$ cat config.mk
export PLATFORM = sky130hd
export DESIGN_NAME = signal_sequencer_flat
export DESIGN_NICKNAME = d
export VERILOG_FILES = /design/src/rtl/signal_sequencer_if.sv /design/src/rtl/signal_sequencer.sv /design/src/flat_wrapper.sv
export SDC_FILE = /design/constraint.sdc
export NUM_CORES = 1
export LEC_CHECK = 0
export CAP_MARGIN = 40
export CORE_MARGIN = 8
export CORE_UTILIZATION = 25
export CTS_CLUSTER_DIAMETER = 100
export DETAILED_ROUTE_END_ITERATION = 6
export HOLD_SLACK_MARGIN = 0.03
export SETUP_SLACK_MARGIN = 0.15
export SKIP_LAST_GASP = 1
export SYNTH_ARGS = -nofsm -noshare
export SYNTH_HDL_FRONTEND = slang
export SYNTH_SLANG_ARGS = --single-unit
$ cat constraint.sdc
create_clock -name clk -period 6.4 [get_ports clk]
set_input_delay 1.6 -clock clk [delete_from_list [all_inputs] [get_ports clk]]
set_output_delay 1.6 -clock clk [all_outputs]
set_load 0.005 [all_outputs]
$ cat src/rtl/signal_sequencer_if.sv
// Signal bundle between the junction phase controller and its surroundings:
// time base, enable, occupancy and green times in; road selection, lamps,
// phase timer and cycle strobe out.
interface signal_sequencer_if #(
  parameter int unsigned TW = 8
) ();

  logic          tick;
  logic          enable;
  logic [3:0]    occ;
  logic [TW-1:0] tg_n;
  logic [TW-1:0] tg_e;
  logic [TW-1:0] tg_s;
  logic [TW-1:0] tg_w;

  logic [1:0]    next_road;
  logic [1:0]    cur_road;
  logic [1:0]    light_n;
  logic [1:0]    light_e;
  logic [1:0]    light_s;
  logic [1:0]    light_w;
  logic [TW-1:0] timer;
  logic          cycle_done;

  // Environment side: drives time base, demand and green times, observes phases.
  modport master (
    output tick, enable, occ, tg_n, tg_e, tg_s, tg_w,
    input  next_road, cur_road, light_n, light_e, light_s, light_w, timer, cycle_done
  );

  // Sequencer side.
  modport slave (
    input  tick, enable, occ, tg_n, tg_e, tg_s, tg_w,
    output next_road, cur_road, light_n, light_e, light_s, light_w, timer, cycle_done
  );

endinterface

$ cat src/rtl/signal_sequencer.sv
// Four-way junction phase controller. Serves roads N->E->S->W in turn, each
// green followed by yellow and all-red, skipping roads with no queued
// vehicles. Every output is a register.
module signal_sequencer #(
  parameter int unsigned TW        = 8,
  parameter int unsigned YELLOW_T  = 3,
  parameter int unsigned ALLRED_T  = 1,
  parameter int unsigned MIN_GREEN = 2
) (
  input logic               clk,
  input logic               reset,
  signal_sequencer_if.slave bus
);

  typedef enum logic [1:0] {
    StIdle,
    StGreen,
    StYellow,
    StAllred
  } state_e;

  localparam logic [1:0]    LampRed    = 2'b00;
  localparam logic [1:0]    LampGreen  = 2'b01;
  localparam logic [1:0]    LampYellow = 2'b10;

  localparam logic [TW-1:0] OneW       = TW'(1);
  localparam logic [TW-1:0] YellowW    = TW'(YELLOW_T);
  localparam logic [TW-1:0] AllredW    = TW'(ALLRED_T);
  localparam logic [TW-1:0] MinGreenW  = TW'(MIN_GREEN);

  state_e              state_q, state_d;
  logic [1:0]          cur_q, cur_d;
  logic [1:0]          next_q, next_d;
  logic [TW-1:0]       timer_q, timer_d;
  logic                done_q, done_d;
  logic [3:0][1:0]     lamps_q, lamps_d;

  logic [3:0][TW-1:0]  tg_all;
  logic [TW-1:0]       green_load;
  logic [1:0]          sel;

  assign tg_all = {bus.tg_w, bus.tg_s, bus.tg_e, bus.tg_n};

  // Green time for the road about to be served, floored at the minimum green.
  always_comb begin
    green_load = tg_all[next_q];
    if (green_load < MinGreenW) begin
      green_load = MinGreenW;
    end
  end

  // Next road: first occupied road after the current one, wrapping back to
  // the current road last; with no demand at all, simply the following road.
  always_comb begin
    logic       found;
    logic [1:0] cand;
    sel   = cur_q + 2'd1;
    found = 1'b0;
    cand  = cur_q;
    for (int k = 1; k <= 4; k++) begin
      cand = cur_q + 2'(k);
      if (!found && bus.occ[cand]) begin
        sel   = cand;
        found = 1'b1;
      end
    end
  end

  // Phase transitions and timer; an expiring phase is detected at timer<=1 so
  // the timer can never wrap below zero.
  always_comb begin
    state_d = state_q;
    cur_d   = cur_q;
    next_d  = next_q;
    timer_d = timer_q;
    done_d  = 1'b0;
    unique case (state_q)
      StIdle: begin
        if (bus.enable) begin
          state_d = StGreen;
          cur_d   = next_q;
          timer_d = green_load;
        end
      end
      StGreen: begin
        if (bus.tick) begin
          if (timer_q > OneW) begin
            timer_d = timer_q - OneW;
          end else begin
            state_d = StYellow;
            timer_d = YellowW;
            next_d  = sel;
          end
        end
      end
      StYellow: begin
        if (bus.tick) begin
          if (timer_q > OneW) begin
            timer_d = timer_q - OneW;
          end else begin
            state_d = StAllred;
            timer_d = AllredW;
          end
        end
      end
      StAllred: begin
        if (bus.tick) begin
          if (timer_q > OneW) begin
            timer_d = timer_q - OneW;
          end else begin
            done_d = 1'b1;
            if (bus.enable) begin
              state_d = StGreen;
              cur_d   = next_q;
              timer_d = green_load;
            end else begin
              state_d = StIdle;
              timer_d = '0;
            end
          end
        end
      end
      default: begin
        state_d = StIdle;
        timer_d = '0;
      end
    endcase
  end

  // Lamp codes follow the next state so they can be registered with it.
  always_comb begin
    lamps_d = {LampRed, LampRed, LampRed, LampRed};
    if (state_d == StGreen) begin
      lamps_d[cur_d] = LampGreen;
    end else if (state_d == StYellow) begin
      lamps_d[cur_d] = LampYellow;
    end
  end

  // State register; reset is a hard stop straight to all-red idle.
  always_ff @(posedge clk) begin
    if (reset) begin
      state_q <= StIdle;
      cur_q   <= 2'd0;
      next_q  <= 2'd0;
      timer_q <= '0;
      done_q  <= 1'b0;
      lamps_q <= {LampRed, LampRed, LampRed, LampRed};
    end else begin
      state_q <= state_d;
      cur_q   <= cur_d;
      next_q  <= next_d;
      timer_q <= timer_d;
      done_q  <= done_d;
      lamps_q <= lamps_d;
    end
  end

  assign bus.next_road  = next_q;
  assign bus.cur_road   = cur_q;
  assign bus.timer      = timer_q;
  assign bus.cycle_done = done_q;
  assign bus.light_n    = lamps_q[0];
  assign bus.light_e    = lamps_q[1];
  assign bus.light_s    = lamps_q[2];
  assign bus.light_w    = lamps_q[3];

endmodule

$ cat src/flat_wrapper.sv
// flat-port wrapper written by rule: the top's interface ports become plain ports
module signal_sequencer_flat 
#(
  parameter int unsigned TW        = 8,
  parameter int unsigned YELLOW_T  = 3,
  parameter int unsigned ALLRED_T  = 1,
  parameter int unsigned MIN_GREEN = 2
)
  (clk, reset, bus_tick, bus_enable, bus_occ, bus_tg_n, bus_tg_e, bus_tg_s, bus_tg_w, bus_next_road, bus_cur_road, bus_light_n, bus_light_e, bus_light_s, bus_light_w, bus_timer, bus_cycle_done);
  signal_sequencer_if #(.TW(TW)) bus_i ();
  input logic clk;
  input logic reset;
  input wire logic [$bits(bus_i.tick)-1:0] bus_tick;
  input wire logic [$bits(bus_i.enable)-1:0] bus_enable;
  input wire logic [$bits(bus_i.occ)-1:0] bus_occ;
  input wire logic [$bits(bus_i.tg_n)-1:0] bus_tg_n;
  input wire logic [$bits(bus_i.tg_e)-1:0] bus_tg_e;
  input wire logic [$bits(bus_i.tg_s)-1:0] bus_tg_s;
  input wire logic [$bits(bus_i.tg_w)-1:0] bus_tg_w;
  output wire logic [$bits(bus_i.next_road)-1:0] bus_next_road;
  output wire logic [$bits(bus_i.cur_road)-1:0] bus_cur_road;
  output wire logic [$bits(bus_i.light_n)-1:0] bus_light_n;
  output wire logic [$bits(bus_i.light_e)-1:0] bus_light_e;
  output wire logic [$bits(bus_i.light_s)-1:0] bus_light_s;
  output wire logic [$bits(bus_i.light_w)-1:0] bus_light_w;
  output wire logic [$bits(bus_i.timer)-1:0] bus_timer;
  output wire logic [$bits(bus_i.cycle_done)-1:0] bus_cycle_done;
  assign bus_i.tick = bus_tick;
  assign bus_i.enable = bus_enable;
  assign bus_i.occ = bus_occ;
  assign bus_i.tg_n = bus_tg_n;
  assign bus_i.tg_e = bus_tg_e;
  assign bus_i.tg_s = bus_tg_s;
  assign bus_i.tg_w = bus_tg_w;
  assign bus_next_road = bus_i.next_road;
  assign bus_cur_road = bus_i.cur_road;
  assign bus_light_n = bus_i.light_n;
  assign bus_light_e = bus_i.light_e;
  assign bus_light_s = bus_i.light_s;
  assign bus_light_w = bus_i.light_w;
  assign bus_timer = bus_i.timer;
  assign bus_cycle_done = bus_i.cycle_done;
  signal_sequencer #(.TW(TW), .YELLOW_T(YELLOW_T), .ALLRED_T(ALLRED_T), .MIN_GREEN(MIN_GREEN)) u_core (.clk(clk), .reset(reset), .bus(bus_i));
endmodule
# Word level (Yosys, flattened, before mapping)
# Index checks and enable logic that the tools add are counted.
[word_totals]
out_inout_bits = 21
input_bits = 40
wordCells = 95
register_bits = 23
[classes]
reduce_logical = 12
order_cmp = 9
n_bitwise = 4
mux = 44
add_sub_neg = 4
n_eq_ne = 9
[op_table]
columns = ["cell", "count"]
rows = [
  ["$mux 8", 10],
  ["$pmux 8 s4", 1],
  ["$mux 2", 14],
  ["$lt 2x3->1 const B", 6],
  ["$bmux 8 s2", 1],
  ["$mux 1", 9],
  ["$bmux 1 s2", 4],
  ["$gt 8x1->1 const B", 1],
  ["$lt 8x2->1 const B", 1],
  ["$ne 2x2->1 const B", 4],
  ["$pmux 2 s4", 1],
  ["$sub 8x1->8 const B", 1],
  ["$mux 7", 1],
  ["$eq 2x2->1 const B", 3],
  ["$mux 6", 1],
  ["$reduce_or 3->1", 2],
  ["$add 2x2->2 const B", 2],
  ["$demux 2 s2", 1],
  ["$eq 2x1->1 const B", 2],
  ["$logic_and 1x1->1", 4],
  ["$not 1->1", 4],
  ["$pmux 2 s2", 1],
  ["$reduce_and 4->1", 1],
  ["$logic_not 1->1", 3],
  ["other kinds (4)", 4],
]

# Depth between registers and ports, before layout
# Gate-level depths: netlist of the first run.
[logic_depth]
word_depth = 13
depth_mapped = 8

# Worst setup path after synthesis of the first run
# OpenSTA, ideal clock, no wires.
[synth_path]
kind = "input port to flip-flop"
startpoint = "in bus_tg_e[4]"
endpoint = "reg u_core.timer_q[0] (netlist: u_core.bus.timer[0])"
setup_slack_ns = 3.293
setup_ns = 0.133
arrival_ns = 2.975
t_required_ns = 6.267
stages = 5
path_cell_list = "mux4_1 or4_1 nor4_2 or3_1 a31oi_1"
[synth_between]
elab_chain_cells = 8
elab_cells_between_ends = 9
cone_classes = "order compare (1); mux (8)"
[synth_rtl]
columns = ["element", "line_no", "text"]
rows = [
  ["start: declaration", "flat_wrapper.sv:17", "input wire logic [$bits(bus_i.tg_e)-1:0] bus_tg_e;"],
  ["$bmux 8 s2 *", "signal_sequencer.sv:46", "green_load = tg_all[next_q];"],
  ["$mux 8 (not written as such) *", "signal_sequencer.sv:46", ""],
  ["$lt 8x2->1 *", "signal_sequencer.sv:47", "if (green_load < MinGreenW) begin"],
  ["$mux 8 *", "signal_sequencer.sv:47", ""],
  ["$mux 8", "signal_sequencer.sv:112", "if (bus.enable) begin"],
  ["$mux 8", "signal_sequencer.sv:108", "if (timer_q > OneW) begin"],
  ["$mux 8", "signal_sequencer.sv:107", "if (bus.tick) begin"],
  ["$pmux 8 s4 *", "signal_sequencer.sv:77", "unique case (state_q)"],
  ["end signal: assignment", "signal_sequencer.sv:153", "timer_q <= timer_d;"],
  ["end: declaration", "signal_sequencer.sv:34", "logic [TW-1:0] timer_q, timer_d;"],
]
# Mark *: on every way between the ends. The rest lies on a longest branch, timed or not. The select of a mux whose other input is x is not followed.
# A chain may end at the register's enable or synchronous reset.

# Worst setup path in the final report of the first run
# Ends and elaborated chain as after synthesis.

==> results of run 1 <==
==> cells in the final DEF, fill, tap and decap left out, types with 2 or more instances in the layout <==
cell	netlist	layout
nor2b_1	3	3
o32a_1	2	2
a22o_1	2	2
o32ai_1	2	2
mux4_2	2	2
clkdlybuf4s50_1	0	60
a211oi_1	2	2
dfxtp_1	23	23
mux4_1	6	6
nand2_1	8	8
a31oi_1	2	2
nor2_1	18	18
nor3_1	14	14
o22ai_1	6	6
ha_1	7	7
nand3_1	2	2
inv_1	14	14
a32o_1	2	2
or4_1	3	3
a22oi_1	4	4
or3_1	3	3
o21ai_0	8	8
clkbuf_8	0	3
a21oi_1	7	7
nand2b_1	2	2
a21o_1	2	2
nand3b_1	3	3
==> sequential cells by signal, summed over array words and instances, names as in the netlist <==
| signal | count |
|---|---|
| u_core.state_q | 2 |
| u_core.bus.light_n | 2 |
| u_core.bus.timer | 8 |
| u_core.bus.cycle_done | 1 |
| u_core.bus.light_e | 2 |
| u_core.bus.cur_road | 2 |
| u_core.bus.light_s | 2 |
| u_core.bus.light_w | 2 |
| u_core.bus.next_road | 2 |
==> stage by stage <==
step           instances  setup WS (ns)  hold slack [ns]  total power [W]  area [um2]
2_1_floorplan        176           3.29            0.489         0.000291        1590
3_3_place_gp         307           2.82            0.501         0.000363        2260
3_5_place_dp         307           2.73            0.512         0.000366        2260
4_1_cts              311           3.02            0.525         0.000457        2310
5_1_grt              311           2.93            0.565         0.000482        2310
6_report             311           3.01            0.534         0.000453        2310
==> logic make-up after synthesis <==
logic type      after synthesis
buf+inv                      20
compound gates               49
flops                        23
xor+xnor                      2
fa+ha+maj                     7
simple gates                 66
mux                           9
==> worst max-delay path: cells and delay by family <==
| family | cells | cell delay, ns |
|---|---|---|
| simple gates | 3 | 0.92 |
| compound gates | 1 | 0.07 |
| mux | 1 | 0.53 |
| buf+inv | 1 | 0.39 |
==> per-layer routing <==
layer  track usage  up-vias  share of wire
met2         0.181       53           0.48
met1         0.120      745           0.45
met4        0.0230        0         0.0072
li1              -      797              -
met5             0        -              0
met3        0.0296        4          0.068
==> final timing paths <==
check	from	to	slack (ns)
setup / recovery	bus_tg_e[4]	u_core.bus.timer[0]$_SDFFE_PP0P_	3.01
hold reg to reg	u_core.bus.timer[3]$_SDFFE_PP0P_	u_core.bus.timer[3]$_SDFFE_PP0P_	0.53
hold / removal	u_core.bus.timer[3]$_SDFFE_PP0P_	u_core.bus.timer[3]$_SDFFE_PP0P_	0.53
setup reg to reg	u_core.bus.next_road[0]$_SDFFE_PP0P_	u_core.bus.timer[0]$_SDFFE_PP0P_	3.91
==> cell type report <==
cell class	instances	area share
repair buffers	60	0.260
multi-input cells	133	0.455
inverters	14	0.0228
clock inverters	1	0.00217
clock buffers	3	0.0179
flip-flops and latches	23	0.200
well taps	77	0.0418
==> power groups by stage <==
stage / Combinational, W / Sequential [W] / Clock, W
after floorplan: 0.000119 / 0.000172 / 0
after global placement: 0.000185 / 0.000178 / 0
after detailed placement: 0.000187 / 0.000179 / 0
after CTS: 0.000188 / 0.000175 / 0.0000947
after global routing: 0.000205 / 0.000178 / 0.0000986
final: 0.000187 / 0.000175 / 0.0000909
==> reports/qor.txt, run 1 <==
Syn Inst Count -> 176
skew final -> 0.00755 ns
Req. time, crit path -> 6.53 ns
Crit. End Element -> register
mux contribution to synthesized area -> 0.134
Pint -> 0.000294 W
Area Overhead vs Synth -> 44.8%
final worst-path cycle share -> 0.529
layout cell share with drive strength beyond 1 -> 0.0641
synthesized area per cell -> 9.05 um2
post-synthesis cell area -> 1590 um2
TritonRoute pass-1 iters -> 4
die area -> 9180 um2
Critical Path Slowest Stage Cell -> or4_1
hold-fix buffers at CTS -> 0
initial antenna violation count -> 0
area share of and/or/nand/nor cells after synthesis -> 0.231
Ys Warns -> 0
Finished Core Util -> 0.369
count of pins over their slew limit -> 0
Post-DRT Antenna Nets -> 0
diodes inserted -> 0
pin count of the biggest net entering global routing -> 19
ys flop type -> dfxtp_1
Post-Synth Adder-Cell Area -> 0.0550
Cell Rows -> 29
Resized cells post-CTS -> 0
Max Cap Viol -> 0
CP Launch Type -> input pin
Sw Share -> 0.351
core area -> 6240 um2
Post-synth ARST share -> 0
I/O pin count -> 61
CP peak stage delay -> 0.55 ns
gpl congestion -> 0.818
Num CTS Buffers -> 3
CTS tree -> built
area of the multi-input gates -> 1050 um2
CTS sink count -> 23
first-pass GRT wire length -> 7710 um
crit-path cells -> clkdlybuf4s50_1 -> mux4_1 -> or4_1 -> nor4_2 -> or3_1 -> a31oi_1
top-count cell post-synth -> dfxtp_1
CP arrival -> 3.51 ns
Post-route DRC -> 0
Starting DRT DRC Count -> 120
Root Buffer -> clkbuf_8
Logic pwr share -> 0.414
fmax -> 295 MHz
final critical-path required period -> 3.39 ns
gr usage total -> 0.103
# nets final -> 282
Die Span Y -> 95.8 um
vias in the first global route -> 1,627
setup TNS -> 0 ns
Final Hold Fails -> 0
xor-xnor portion of the synthesized cell area -> 0.0110
RSZ-0062 raised after global routing -> no
Worst Tran Pin Value -> 0.686 ns
maximum VDD drop -> 72.5 uV
DP Wirelength -> 3700 um
Initial Util -> 0.255
WL final -> 4590 um
power share of the clock group -> 0.201
Setup CP Type -> in -> reg
#FFs+latches synth -> 23
Rel. slew slack -> 0.541
clk buf depth -> 2
cells on worst reg2reg path -> 5
fillers -> 671
number of flops mapped to enable cells by yosys -> 0
Clk pin slew, worst setup/hold paths -> 0.09 ns
post-synthesis sequential area ratio -> 0.289
Yosys top cell by area -> dfxtp_1
switching pwr -> 0.000159 W
PD cells -> 196 nW/um2
post-synthesis cell type count -> 51
CP Max Fanout -> 2
Post-CTS Setup Bufs -> 0
CTS H-tree depth -> 1
area occupied by registers -> 460 um2
worst hold stages -> 2
LEAKAGE -> 0.816 nW
part of the power in registers -> 0.386
grt ovf -> 0
Wirelength per Cell -> 14.7 um
Post-Syn Nets -> 223
top cells by area, synth -> dfxtp_1 29%, mux4_1 9.9%, ha_1 5.5%
Compound-Gate Fraction of Synth Area -> 0.228
final setup violation count -> 0
outcome -> completed
Vias per Instance -> 5.14
type of the tightest min-delay check -> reg -> reg
worst skew pair latency -> 0.27 ns
largest family of logic cells by synthesized area -> simple AND/OR/NAND/NOR gates
die width -> 95.8 um
DR vias -> 1,599
Yosys top cell area share -> 0.289
most instantiated cells after synthesis -> 23 x dfxtp_1, 18 x nor2_1, 14 x inv_1, 14 x nor3_1
I/O Buffers -> 60
No activity file was read; power rests on OpenSTA's default activity.
==> inputs of run 2 (changes only) <==
- clock period: 6.4 -> 2.92 ns (I/O delays scaled with it)
==> run 2 against run 1 <==
Register-to-register slack worse by 3.3 ns; first-iteration DRC count unchanged; non-clock buffer count up 4; clock power up 120%; power up 120%; wire length up 1.1%; critical endpoint is now u_core.bus.timer[1]$_SDFFE_PP0P_.
==> reports/qor.txt, run 2 (same netlist as run 1, synthesis figures left out) <==
Critical Path Slowest Stage Cell -> or4_1
CTS H-tree depth -> 1
fmax -> 398 MHz
Clk pin slew, worst setup/hold paths -> 0.09 ns
die width -> 95.8 um
Vias per Instance -> 5.13
hold-fix buffers at CTS -> 0
Setup CP Type -> in -> reg
vias in the first global route -> 1,617
core area -> 6240 um2
placed instance area -> 2290 um2
initial antenna violation count -> 0
maximum VDD drop -> 249 uV
design area -> 2340 um2
CP Depth -> 6
Req. time, crit path -> 3.12 ns
pre-CTS setup slack -> 0.178 ns
die area -> 9180 um2
count of pins over their slew limit -> 0
area of the multi-input gates -> 1050 um2
fillers -> 664
DP Wirelength -> 3740 um
I/O Buffers -> 60
Worst setup startpoint -> bus_tg_s[4]
R2R Setup Slk -> 0.58 ns
WL final -> 4640 um
CP Max Fanout -> 2
R2R Path End -> u_core.bus.light_e[0]$_SDFF_PP0_
worst skew pair latency -> 0.26 ns
CP arrival -> 2.71 ns
type of the tightest min-delay check -> reg -> reg
Post-route DRC -> 0
first-pass GRT wire length -> 7850 um
Area Overhead vs Synth -> 46.7%
max reg flops -> 8
Crit. End Element -> register
Post-CTS Setup Bufs -> 0
Post-DRT Antenna Nets -> 0
skew final -> 0.0123 ns
final worst-path cycle share -> 0.860
most common cell after layout, fill and taps aside -> clkdlybuf4s50_1
outcome -> completed
Initial Util -> 0.255
gpl congestion -> 0.837
Rel. slew slack -> 0.629
gr usage total -> 0.105
Root Buffer -> clkbuf_8
worst setup path end -> u_core.bus.timer[1]$_SDFFE_PP0P_
Num CTS Buffers -> 3
I/O pin count -> 61
clk buf depth -> 2
TritonRoute pass-1 iters -> 4
Max Cap Viol -> 0
crit-path cells -> clkdlybuf4s50_1 -> mux4_1 -> or4_1 -> nor4_2 -> o21ai_0 -> a31oi_1
Cell Rows -> 29
CTS tree -> built
CP peak stage delay -> 0.56 ns
grt ovf -> 0
area occupied by registers -> 460 um2
R2R Path Start -> u_core.state_q[1]$_SDFF_PP0_
final critical-path required period -> 2.51 ns
most frequent cells in the layout -> 60 x clkdlybuf4s50_1, 23 x dfxtp_1, 18 x nor2_1
CP Launch Type -> input pin
Most flops, register -> u_core.bus.timer
Wirelength per Cell -> 14.7 um
setup slack after layout -> 0.408 ns
Resized cells post-CTS -> 0
Final Hold Fails -> 0
layout cell share with drive strength beyond 1 -> 0.0798
RSZ-0062 raised after global routing -> no
cells on worst reg2reg path -> 7
DR vias -> 1,617
Starting DRT DRC Count -> 120
Finished Core Util -> 0.374
LEAKAGE -> 0.835 nW
CP bufs+invs -> 1
final setup violation count -> 0
CTS sink count -> 23
diodes inserted -> 0
Die Span Y -> 95.8 um
setup TNS -> 0 ns
# nets final -> 286
Worst Tran Pin Value -> 0.555 ns
PD cells -> 427 nW/um2
pin count of the biggest net entering global routing -> 14
Top delay family on crit path -> simple AND/OR/NAND/NOR gates
-- run 2: cell types whose count changed in the layout (fill, tap and decap cells not counted), sizes merged --
cell,before,now
buf,0,4
-- run 2: report_power, final --
part	leakage [nW]	total, W	internal (W)	switching (W)
sequential	0.187	0.000380	0.000339	0.0000409
combinational	0.622	0.000422	0.000216	0.000207
clock	0.0255	0.000196	0.0000951	0.000101
total	0.835	0.000998	0.000650	0.000348
-- run 2: worst min-delay path by stage --
stage / startpoint / end / slack [ns] / depth (start not counted)
after floorplan: u_core.bus.timer[3]$_SDFFE_PP0P_ / u_core.bus.timer[3]$_SDFFE_PP0P_ / 0.49 / 2
after global placement: u_core.bus.timer[3]$_SDFFE_PP0P_ / u_core.bus.timer[3]$_SDFFE_PP0P_ / 0.51 / 2
after detailed placement: u_core.bus.timer[3]$_SDFFE_PP0P_ / u_core.bus.timer[3]$_SDFFE_PP0P_ / 0.51 / 2
after CTS: u_core.bus.timer[3]$_SDFFE_PP0P_ / u_core.bus.timer[3]$_SDFFE_PP0P_ / 0.53 / 2
after global routing: u_core.bus.timer[3]$_SDFFE_PP0P_ / u_core.bus.timer[3]$_SDFFE_PP0P_ / 0.58 / 2
final: u_core.bus.timer[3]$_SDFFE_PP0P_ / u_core.bus.timer[3]$_SDFFE_PP0P_ / 0.53 / 2
-- run 2: routing by layer --
metal | global-route usage | routed length (um) | share of wire
met5 | 0 | 0 | 0
met3 | 0.0312 | 330 | 0.071
met1 | 0.127 | 2050 | 0.44
met2 | 0.176 | 2220 | 0.48
met4 | 0.0282 | 40 | 0.0086
-- run 2: tightest hold or removal path, stage by stage (launching register included) --
cell and delay, ns:
dfxtp_1 0.35, nand2_1 0.07, o22ai_1 0.07
-- run 2: final cells by class --
class,count,area share
Sequential cell,23,0.197
Clock buffer,3,0.0177
Inverter,14,0.0225
Multi-Input combinational cell,133,0.449
Clock inverter,1,0.00214
Tap cell,77,0.0412
Timing Repair Buffer,64,0.270
-- run 2: through the flow --
| step | power [W] | hold slack [ns] | cells |
|---|---|---|---|
| global placement | 0.000804 | 0.509 | 311 |
| CTS | 0.00101 | 0.529 | 315 |
| global route | 0.00107 | 0.577 | 315 |
| detailed placement | 0.000807 | 0.515 | 311 |
| floorplan | 0.000638 | 0.489 | 176 |
| finish | 0.000998 | 0.527 | 315 |
